File: config.mk
export PLATFORM = sky130hd
export DESIGN_NAME = regfile_writeback_flat
export DESIGN_NICKNAME = d
export VERILOG_FILES = /design/src/rtl/regfile_writeback_pkg.sv /design/src/rtl/regfile_writeback_if.sv /design/src/rtl/regfile_writeback_wb_fifo.sv /design/src/rtl/regfile_writeback.sv /design/src/flat_wrapper.sv
export SDC_FILE = /design/constraint.sdc
export NUM_CORES = 1
export LEC_CHECK = 0
export BUFFER_PORTS_ARGS = -buffer_cell sky130_fd_sc_hd__buf_2
export CAP_MARGIN = 20
export CORE_AREA = 5 5 120 122
export DETAILED_ROUTE_END_ITERATION = 10
export DIE_AREA = 0 0 125 127
export PLACE_DENSITY = 0.78
export SLEW_MARGIN = 40
export SYNTH_ARGS = -nofsm -noshare
export SYNTH_HDL_FRONTEND = slang
export SYNTH_HIERARCHICAL = 1
export SYNTH_SLANG_ARGS = --single-unit
File: constraint.sdc
create_clock -name clk -period 4.6 [get_ports clk]
set_clock_uncertainty 0.1 [all_clocks]
set_input_delay 0.69 -clock clk [delete_from_list [all_inputs] [get_ports clk]]
set_output_delay 0.69 -clock clk [all_outputs]
set_load 0.1 [all_outputs]
File: src/rtl/regfile_writeback_pkg.sv
// rtl/regfile_writeback_pkg.sv - shared types and defaults for the writeback stage
package regfile_writeback_pkg;

  localparam int DEF_DATA_W       = 32;
  localparam int DEF_ADDR_W       = 5;
  localparam int DEF_FIFO_DEPTH   = 2;
  localparam int DEF_STARVE_LIMIT = 8;

  localparam logic [DEF_ADDR_W-1:0] REG_ZERO = '0;

  typedef enum logic [1:0] {
    SRC_NONE,
    SRC_ALU,
    SRC_LD,
    SRC_MD
  } wb_src_e;

  // Pointer width that stays legal for a single-entry buffer.
  function automatic int ptr_width(input int depth);
    return (depth > 1) ? $clog2(depth) : 1;
  endfunction

endpackage

File: src/rtl/regfile_writeback_if.sv
// rtl/regfile_writeback_if.sv - producer, issue and register-file signals of the writeback stage
interface regfile_writeback_if #(
  parameter int ADDR_W = 5,
  parameter int DATA_W = 32
);

  logic                  alu_valid;
  logic [ADDR_W-1:0]     alu_reg;
  logic [DATA_W-1:0]     alu_data;

  logic                  ld_valid;
  logic                  ld_ready;
  logic [ADDR_W-1:0]     ld_reg;
  logic [DATA_W-1:0]     ld_data;

  logic                  md_valid;
  logic                  md_ready;
  logic [ADDR_W-1:0]     md_reg;
  logic [DATA_W-1:0]     md_data;

  logic                  issue_valid;
  logic [ADDR_W-1:0]     issue_reg;

  logic                  reg_write;
  logic [ADDR_W-1:0]     write_reg;
  logic [DATA_W-1:0]     write_data;
  logic [2**ADDR_W-1:0]  pending;
  logic                  wb_stall;
  logic                  drop_err;

  modport master (
    output alu_valid, alu_reg, alu_data,
    output ld_valid, ld_reg, ld_data,
    output md_valid, md_reg, md_data,
    output issue_valid, issue_reg,
    input  ld_ready, md_ready,
    input  reg_write, write_reg, write_data, pending, wb_stall, drop_err
  );

  modport slave (
    input  alu_valid, alu_reg, alu_data,
    input  ld_valid, ld_reg, ld_data,
    input  md_valid, md_reg, md_data,
    input  issue_valid, issue_reg,
    output ld_ready, md_ready,
    output reg_write, write_reg, write_data, pending, wb_stall, drop_err
  );

endinterface

File: src/rtl/regfile_writeback_wb_fifo.sv
// rtl/regfile_writeback_wb_fifo.sv - small circular buffer holding mul/div results
module wb_fifo
  import regfile_writeback_pkg::*;
#(
  parameter int DEPTH = 2,
  parameter int WIDTH = 37
) (
  input  logic             clk,
  input  logic             reset,
  input  logic             push,
  input  logic [WIDTH-1:0] push_data,
  input  logic             pop,
  output logic             full,
  output logic             empty,
  output logic [WIDTH-1:0] head
);

  localparam int PTR_W = ptr_width(DEPTH);
  localparam int CNT_W = $clog2(DEPTH + 1);

  logic [WIDTH-1:0] mem_q [DEPTH];
  logic [WIDTH-1:0] mem_d [DEPTH];
  logic [PTR_W-1:0] wr_ptr_q, wr_ptr_d;
  logic [PTR_W-1:0] rd_ptr_q, rd_ptr_d;
  logic [CNT_W-1:0] count_q, count_d;

  function automatic logic [PTR_W-1:0] next_ptr(input logic [PTR_W-1:0] p);
    return (p == PTR_W'(DEPTH - 1)) ? '0 : p + 1'b1;
  endfunction

  always_comb begin
    mem_d    = mem_q;
    wr_ptr_d = wr_ptr_q;
    rd_ptr_d = rd_ptr_q;
    count_d  = count_q;
    if (push) begin
      mem_d[wr_ptr_q] = push_data;
      wr_ptr_d        = next_ptr(wr_ptr_q);
    end
    if (pop) begin
      rd_ptr_d = next_ptr(rd_ptr_q);
    end
    // Occupancy only moves when exactly one side is active.
    case ({push, pop})
      2'b10:   count_d = count_q + 1'b1;
      2'b01:   count_d = count_q - 1'b1;
      default: count_d = count_q;
    endcase
  end

  always_ff @(posedge clk or posedge reset) begin
    if (reset) begin
      wr_ptr_q <= '0;
      rd_ptr_q <= '0;
      count_q  <= '0;
    end else begin
      wr_ptr_q <= wr_ptr_d;
      rd_ptr_q <= rd_ptr_d;
      count_q  <= count_d;
    end
  end

  always_ff @(posedge clk) begin
    mem_q <= mem_d;
  end

  assign full  = (count_q == CNT_W'(DEPTH));
  assign empty = (count_q == '0);
  assign head  = mem_q[rd_ptr_q];

endmodule

File: src/rtl/regfile_writeback.sv
// rtl/regfile_writeback.sv - register file write port owner: arbiter, starve guard, scoreboard
module regfile_writeback
  import regfile_writeback_pkg::*;
#(
  parameter int DATA_W       = DEF_DATA_W,
  parameter int ADDR_W       = DEF_ADDR_W,
  parameter int FIFO_DEPTH   = DEF_FIFO_DEPTH,
  parameter int STARVE_LIMIT = DEF_STARVE_LIMIT
) (
  input  logic                clk,
  input  logic                reset,
  regfile_writeback_if.slave  bus
);

  localparam int NREG  = 2**ADDR_W;
  localparam int ENT_W = ADDR_W + DATA_W;
  localparam int CNT_W = $clog2(STARVE_LIMIT + 1);

  logic             fifo_push, fifo_pop, fifo_full, fifo_empty;
  logic [ENT_W-1:0] fifo_head;

  wb_src_e           win;
  logic [ADDR_W-1:0] win_reg;
  logic [DATA_W-1:0] win_data;

  logic              reg_write_q, reg_write_d;
  logic [ADDR_W-1:0] write_reg_q, write_reg_d;
  logic [DATA_W-1:0] write_data_q, write_data_d;
  logic [NREG-1:0]   pending_q, pending_d;
  logic              wb_stall_q, wb_stall_d;
  logic              drop_err_q, drop_err_d;
  logic [CNT_W-1:0]  starve_q, starve_d;

  assign fifo_push = bus.md_valid && !fifo_full;
  assign fifo_pop  = (win == SRC_MD);

  wb_fifo #(
    .DEPTH (FIFO_DEPTH),
    .WIDTH (ENT_W)
  ) u_fifo (
    .clk       (clk),
    .reset     (reset),
    .push      (fifo_push),
    .push_data ({bus.md_reg, bus.md_data}),
    .pop       (fifo_pop),
    .full      (fifo_full),
    .empty     (fifo_empty),
    .head      (fifo_head)
  );

  // During a forced slot only the buffered mul/div result may write.
  always_comb begin
    win      = SRC_NONE;
    win_reg  = '0;
    win_data = '0;
    if (wb_stall_q) begin
      if (!fifo_empty) win = SRC_MD;
    end else if (bus.alu_valid) begin
      win = SRC_ALU;
    end else if (bus.ld_valid) begin
      win = SRC_LD;
    end else if (!fifo_empty) begin
      win = SRC_MD;
    end
    case (win)
      SRC_ALU: begin win_reg = bus.alu_reg; win_data = bus.alu_data; end
      SRC_LD:  begin win_reg = bus.ld_reg;  win_data = bus.ld_data;  end
      SRC_MD:  begin win_reg = fifo_head[ENT_W-1:DATA_W]; win_data = fifo_head[DATA_W-1:0]; end
      default: begin win_reg = '0; win_data = '0; end
    endcase
  end

  always_comb begin
    reg_write_d  = (win != SRC_NONE) && (win_reg != ADDR_W'(REG_ZERO));
    write_reg_d  = write_reg_q;
    write_data_d = write_data_q;
    if (win != SRC_NONE) begin
      write_reg_d  = win_reg;
      write_data_d = win_data;
    end

    wb_stall_d = 1'b0;
    starve_d   = '0;
    if (!fifo_empty && (win != SRC_MD)) begin
      if (starve_q == CNT_W'(STARVE_LIMIT - 1)) begin
        wb_stall_d = 1'b1;
      end else begin
        starve_d = starve_q + 1'b1;
      end
    end

    drop_err_d = drop_err_q | (bus.alu_valid & wb_stall_q);

    // Set is applied after clear so a same-cycle reissue keeps the bit.
    pending_d = pending_q;
    if (reg_write_q) pending_d[write_reg_q] = 1'b0;
    if (bus.issue_valid && (bus.issue_reg != ADDR_W'(REG_ZERO))) pending_d[bus.issue_reg] = 1'b1;
    pending_d[0] = 1'b0;
  end

  always_ff @(posedge clk or posedge reset) begin
    if (reset) begin
      reg_write_q  <= 1'b0;
      write_reg_q  <= '0;
      write_data_q <= '0;
      pending_q    <= '0;
      wb_stall_q   <= 1'b0;
      drop_err_q   <= 1'b0;
      starve_q     <= '0;
    end else begin
      reg_write_q  <= reg_write_d;
      write_reg_q  <= write_reg_d;
      write_data_q <= write_data_d;
      pending_q    <= pending_d;
      wb_stall_q   <= wb_stall_d;
      drop_err_q   <= drop_err_d;
      starve_q     <= starve_d;
    end
  end

  assign bus.ld_ready   = bus.ld_valid && !bus.alu_valid && !wb_stall_q;
  assign bus.md_ready   = !fifo_full;
  assign bus.reg_write  = reg_write_q;
  assign bus.write_reg  = write_reg_q;
  assign bus.write_data = write_data_q;
  assign bus.pending    = pending_q;
  assign bus.wb_stall   = wb_stall_q;
  assign bus.drop_err   = drop_err_q;

endmodule

File: src/flat_wrapper.sv
// flat-port wrapper written by rule: the top's interface ports become plain ports
module regfile_writeback_flat import regfile_writeback_pkg::*;
#(
  parameter int DATA_W       = DEF_DATA_W,
  parameter int ADDR_W       = DEF_ADDR_W,
  parameter int FIFO_DEPTH   = DEF_FIFO_DEPTH,
  parameter int STARVE_LIMIT = DEF_STARVE_LIMIT
)
  (clk, reset, bus_alu_valid, bus_alu_reg, bus_alu_data, bus_ld_valid, bus_ld_reg, bus_ld_data, bus_md_valid, bus_md_reg, bus_md_data, bus_issue_valid, bus_issue_reg, bus_ld_ready, bus_md_ready, bus_reg_write, bus_write_reg, bus_write_data, bus_pending, bus_wb_stall, bus_drop_err);
  regfile_writeback_if #(.ADDR_W(ADDR_W), .DATA_W(DATA_W)) bus_i ();
  input  logic clk;
  input  logic reset;
  input wire logic [$bits(bus_i.alu_valid)-1:0] bus_alu_valid;
  input wire logic [$bits(bus_i.alu_reg)-1:0] bus_alu_reg;
  input wire logic [$bits(bus_i.alu_data)-1:0] bus_alu_data;
  input wire logic [$bits(bus_i.ld_valid)-1:0] bus_ld_valid;
  input wire logic [$bits(bus_i.ld_reg)-1:0] bus_ld_reg;
  input wire logic [$bits(bus_i.ld_data)-1:0] bus_ld_data;
  input wire logic [$bits(bus_i.md_valid)-1:0] bus_md_valid;
  input wire logic [$bits(bus_i.md_reg)-1:0] bus_md_reg;
  input wire logic [$bits(bus_i.md_data)-1:0] bus_md_data;
  input wire logic [$bits(bus_i.issue_valid)-1:0] bus_issue_valid;
  input wire logic [$bits(bus_i.issue_reg)-1:0] bus_issue_reg;
  output wire logic [$bits(bus_i.ld_ready)-1:0] bus_ld_ready;
  output wire logic [$bits(bus_i.md_ready)-1:0] bus_md_ready;
  output wire logic [$bits(bus_i.reg_write)-1:0] bus_reg_write;
  output wire logic [$bits(bus_i.write_reg)-1:0] bus_write_reg;
  output wire logic [$bits(bus_i.write_data)-1:0] bus_write_data;
  output wire logic [$bits(bus_i.pending)-1:0] bus_pending;
  output wire logic [$bits(bus_i.wb_stall)-1:0] bus_wb_stall;
  output wire logic [$bits(bus_i.drop_err)-1:0] bus_drop_err;
  assign bus_i.alu_valid = bus_alu_valid;
  assign bus_i.alu_reg = bus_alu_reg;
  assign bus_i.alu_data = bus_alu_data;
  assign bus_i.ld_valid = bus_ld_valid;
  assign bus_i.ld_reg = bus_ld_reg;
  assign bus_i.ld_data = bus_ld_data;
  assign bus_i.md_valid = bus_md_valid;
  assign bus_i.md_reg = bus_md_reg;
  assign bus_i.md_data = bus_md_data;
  assign bus_i.issue_valid = bus_issue_valid;
  assign bus_i.issue_reg = bus_issue_reg;
  assign bus_ld_ready = bus_i.ld_ready;
  assign bus_md_ready = bus_i.md_ready;
  assign bus_reg_write = bus_i.reg_write;
  assign bus_write_reg = bus_i.write_reg;
  assign bus_write_data = bus_i.write_data;
  assign bus_pending = bus_i.pending;
  assign bus_wb_stall = bus_i.wb_stall;
  assign bus_drop_err = bus_i.drop_err;
  regfile_writeback #(.DATA_W(DATA_W), .ADDR_W(ADDR_W), .FIFO_DEPTH(FIFO_DEPTH), .STARVE_LIMIT(STARVE_LIMIT)) u_core (.clk(clk), .reset(reset), .bus(bus_i));
endmodule
======== Yosys cells after proc, flatten, opt, wreduce, memory -nomap -nowiden ========
Index checks and enable logic that the tools add are counted.
word-level totals
  output and inout port bits .............. 74
  input bits .............................. 122
  flip-flop bits (word level) ............. 153
  word-level logic and storage cells ...... 82
cells by class
  $add $sub $neg .......................... 5
  reductions and logical operators ........ 18
  eq/ne operators ......................... 8
  bitwise gates (word level) .............. 7
  mux-type cells .......................... 25
  magnitude comparators ................... 7
operators by type and width
  cell                                                                                 number
  37-bit 2-to-1 mux                                                                    4
  32-bit case mux with 3 select lines                                                  1
  74-bit bitwise mux                                                                   1
  32-bit 2-to-1 mux                                                                    2
  37-bit demux with 1-bit select                                                       1
  32-bit AND                                                                           1
  32-bit NOT                                                                           1
  32-bit bitwise OR                                                                    1
  5-bit case mux with 3 select lines                                                   1
  5-bit by 6-bit < comparator with 1-bit output, second input constant                 2
  1-bit demux with 5-bit select                                                        2
  5-bit by 1-bit greater-or-equal comparator with 1-bit output, second input constant  2
  5-bit nonzero test                                                                   2
  1-bit logical AND                                                                    9
  2-bit equality test, second input constant                                           4
  2-bit 2-to-1 mux                                                                     4
  4-bit 2-to-1 mux                                                                     2
  1-bit 2-to-1 mux                                                                     6
  4-bit by 1-bit adder with 4-bit output, second input constant                        1
  2-bit by 1-bit equality test with 1-bit output, second input constant                2
  4-bit by 3-bit equality test with 1-bit output, second input constant                1
  2-bit greater-or-equal comparator, second input constant                             2
  1-bit logical NOT                                                                    4
  1-bit NOT with 2-bit output                                                          2
  10 further kinds                                                                     12

======== Longest topological paths before layout ========
  word-level depth ........................ 9
  depth in mapped cells ................... 9
  depth with buffers taken out ............ 7

======== Hierarchy ========
The synthesis kept the hierarchy.
by module, submodules not included
  module             seq. area each (um^2)  cells an instance  area an instance (um^2)  instances
  regfile_writeback  1,876.8                356                3,624.7                  1
  wb_fifo            2,322.2                132                2,940.3                  1

======== Worst setup path before layout ========
OpenSTA, ideal clock, no wires.
  kind .................................... input-to-reg
  start point ............................. input port bus_md_valid
  end point ............................... register u_core/u_fifo/mem_q[37] in the netlist's numbering, enable pin
  required time ........................... 4,069 ps
  data arrival time ....................... 2,527 ps
  path slack .............................. 1,542 ps
  library setup time ...................... 431 ps
  stages .................................. 3
  path through ............................ nor2b_1 > inv_1 > nor2_1
on the way
  longest elaborated chain between the ends .. 1
ends and longest elaborated chain
  what                  line                             RTL
  from (decl)           flat_wrapper.sv:19               input wire logic [$bits(bus_i.md_valid)-1:0] bus_md_valid;
  1-bit logical AND     regfile_writeback.sv:34          assign fifo_push = bus.md_valid && !fifo_full;
  to (signal assigned)  regfile_writeback_wb_fifo.sv:64  mem_q <= mem_d;
  to (decl)             regfile_writeback_wb_fifo.sv:21  logic [WIDTH-1:0] mem_q [DEPTH];
No other way between the ends.
A chain may end at the register's enable or synchronous reset.

======== Final worst setup path ========
  start point ............................. register u_core.wb_stall_q (netlist: u_core/bus.wb_stall)
  end point ............................... output port bus_ld_ready
on the way
  longest elaborated chain between the ends .. 2
ends and longest elaborated chain
  what                    line                      RTL
  from (decl)             regfile_writeback.sv:30   logic wb_stall_q, wb_stall_d;
  from (signal assigned)  regfile_writeback.sv:115  wb_stall_q <= wb_stall_d;
  1-bit logical NOT       regfile_writeback.sv:121  assign bus.ld_ready = bus.ld_valid && !bus.alu_valid && !wb_stall_q;
  1-bit logical AND       regfile_writeback.sv:121
  to (decl)               flat_wrapper.sv:24        output wire logic [$bits(bus_i.ld_ready)-1:0] bus_ld_ready;
No other way between the ends.

==> results.md <==
* Area of the multi-input gates at around 2200 um^2
* Req. time, crit path at 3810 ps
* Die Width at ~130 um
* Routability Congestion at ~0.87
* Syn. warnings at 6
* Final core utilization at a little under two thirds
* Slowest cell on the critical path: buf_2
* Die area at 15,880 um^2
* Arrival time worst endpoint at between 1500 and 2000 ps
* DR vias/cell at 5.549
* RSZ-0062 raised after global routing: false
* Total vias in the final route at roughly 4.8k
* R2R cell count at 5
* Post-layout min period at around 2600 ps
* Relative slew margins at 52.72%
* Startpoint Class: flip-flop
* Largest net degree at the start of global routing at 47
* Wire length per cell at slightly below 20 um
* R2r startpoint: u_core/bus.wb_stall$_DFF_PP0_
* Setup TNS at 0 ps
* Yosys reg bits at 153
* Worst skew pair latency at approximately 410 ps
* Layout cell share with drive strength beyond 1 at between 40% and 50%
* Post-route DRC at 0
* DRT antenna net count at 0
* Crit path max-delay family: buffers and inverters
* # hold bufs at CTS at 0
* Setup CP Type: flip-flop to primary output
* Leak at 3.571 nW
* Worst hold path class: primary input to async pin
* Crit path buf inv count at 1
* Total track usage at 21.75%
* Number of gates resized after CTS at 0
* CTS tree: yes
* Antenna Cells at 0
* Final Setup Violations at 0
* Number of global-route vias before repair at 5,151
* Hold WS at roughly 74 ps
* Clk slew on worst S/H paths at around 60 ps
* Post-synth EDFFs at 74
* Initial antenna violation count at 3
* Post-synthesis cell type count at 35
* Routed WL at approximately 17 mm
* Number of CTS-inserted buffers at 17
* Commonest non-fill, non-tap cell in the layout: buf_2
* Syn nets at a little over 600
* Number of port buffers at just under 200
* Final #Nets at between 800 and 900
* Sink Count at 153
* Synth Flop Type: dfrtp_1
* Fin. Hold Viols at 0
* Pwr per Cell Area at about 810 nW/um^2
* Clock root buffer: clkbuf_16
* Commonest non-fill, non-tap cells in the layout: 194 x buf_2, 78 x dfrtp_1, 74 x edfxtp_1
* Top reg by flops: u_core/u_fifo/mem_q
* Fin crit share at 55.60%
* Max Transition Viols Final at 0
* Register area share after synthesis at between 60% and 70%
* Crit Reg-Reg Endpoint: u_core/bus.write_data[11]$_DFFE_PP0P_
* Setup crit end kind: primary output
* Mapped cell area at between 6000 and 7000 um^2
* CP peak stage delay at 510 ps
* FF-to-FF setup slack at approximately 2300 ps
* Fraction of registers with async set/reset at 51.63%
* Max-cap violations at 0
* Status: finished, final reports clean
* Core outline area at approximately 13,000 um^2
* First-pass GRT wire length at 27.04 mm
* Fmax at between 0.3 and 0.4 GHz
* Initial drt markers at 520
* Postcts setup bufs at 0
* H-tree levels at 4
* I/O Pins at around 200
* Mapped Cells at just under 500
* Row count at 42
* DP Wirelength at 12.01 mm
* Worst VDD drop at between 400 and 500 uV
* Critical-path maximum fanout at 5
* Fillers at between 900 and 1k
* Initial core utilization at around 50%
* Chip height at around 130 um
* CP Cell Sequence: nor3b_2, buf_2
* Drt first pass iters at 5
* Slew @ Worst Pin at 707.7 ps
* CTS Buffer Depth at 2
* Area delta synth->final at 26.68%
* Max reg flops at 74
* Synthesized area per cell at 13.45 um^2
* Remaining Overflow, GRT at 0
* Sequential cell area at 4203 um^2
==> per-stage QoR <==
step / worst slack, ps / power, W / cells / cell area [um^2]
floorplan: 1542 / 0.004752 / 488 / 6565
global placement: 1960 / 0.005257 / 834 / 7614
detailed placement: 1883 / 0.005347 / 838 / 7704
CTS: 2032 / 0.006756 / 869 / 8317
global route: 2026 / 0.006983 / 869 / 8317
finish: 2043 / 0.006714 / 869 / 8317
==> cell type report <==
cell class                 count  share of cell area [%]
clock buffer                  24                   6.830
timing repair buffer         202                   13.06
tap                          176                   2.648
multi-input combinational    303                   26.19
clock inverter                 7                  0.5416
inverter                       4                  0.1956
sequential                   153                   50.53
==> where the power goes <==
part | internal (W) | switching, W
clock | 0.000865 | 0.000531
combinational | 0.000677 | 0.00247
sequential | 0.00189 | 0.000287
==> synthesized netlist by cell type (2+ instances only) <==
cell / instances / area (um^2)
dfrtp_1: 79 / 1977
edfxtp_1: 74 / 2222
o21ai_0: 60 / 300.3
nand2_1: 45 / 168.9
nor2_1: 40 / 150.1
a21oi_1: 34 / 170.2
a221oi_2: 27 / 405.4
mux2_4: 20 / 300.3
mux2_2: 17 / 191.4
nand3b_1: 10 / 75.07
buf_6: 8 / 90.09
clkbuf_1: 8 / 30.03
buf_4: 7 / 52.55
nand3_1: 6 / 30.03
a221oi_1: 5 / 43.79
a222oi_1: 5 / 50.05
buf_2: 5 / 25.02
inv_1: 4 / 15.01
nor2b_1: 3 / 18.77
nor3_1: 3 / 15.01
or3b_2: 3 / 26.28
xnor2_1: 3 / 26.28
xor2_1: 3 / 26.28
and2_1: 2 / 12.51
ha_1: 2 / 25.02
nor3b_1: 2 / 15.01
nor4_1: 2 / 12.51
o21ai_1: 2 / 10.01
or3_1: 2 / 12.51
or3b_1: 2 / 17.52
==> how the worst max path moves through the flow <==
| stage | endpoint | slack [ps] | cells after the start | start |
|---|---|---|---|---|
| CTS | bus_ld_ready | 2030 | 2 | u_core/bus.wb_stall$_DFF_PP0_ |
| finish | bus_ld_ready | 2040 | 2 | u_core/bus.wb_stall$_DFF_PP0_ |
| detailed placement | u_core/bus.write_data[5]$_DFFE_PP0P_ | 1880 | 6 | bus_alu_valid |
| global route | bus_ld_ready | 2030 | 2 | u_core/bus.wb_stall$_DFF_PP0_ |
| floorplan | u_core/u_fifo/mem_q[37]$_DFFE_PP_ | 1540 | 3 | bus_md_valid |
| global placement | u_core/bus.write_data[5]$_DFFE_PP0P_ | 1960 | 6 | bus_alu_valid |
==> logic make-up (layout without fill, tap and decap cells) <==
logic type | count (synthesis) | after routing | synth area share, %
mux | 37 | 37 | 7.490
other cells | 1 | 1 | 0.05712
buf+inv | 32 | 237 | 3.240
xor+xnor | 6 | 6 | 0.8006
simple gates | 122 | 122 | 8.748
flops | 153 | 153 | 63.96
fa+ha+maj | 2 | 2 | 0.3811
compound gates | 135 | 135 | 15.32
==> per-layer routing <==
layer  vias up  wire (um)  GRT usage (%)  part of all wire (%)
met2       233       8489          36.41                    50
met3        29       1533          7.805                   9.1
li1       2211          -              -                     -
met4         6        202          6.696                   1.2
met1      2343       6677          26.67                    39
met5         -         28              0                  0.17
Power figures use the tool's default switching activity.
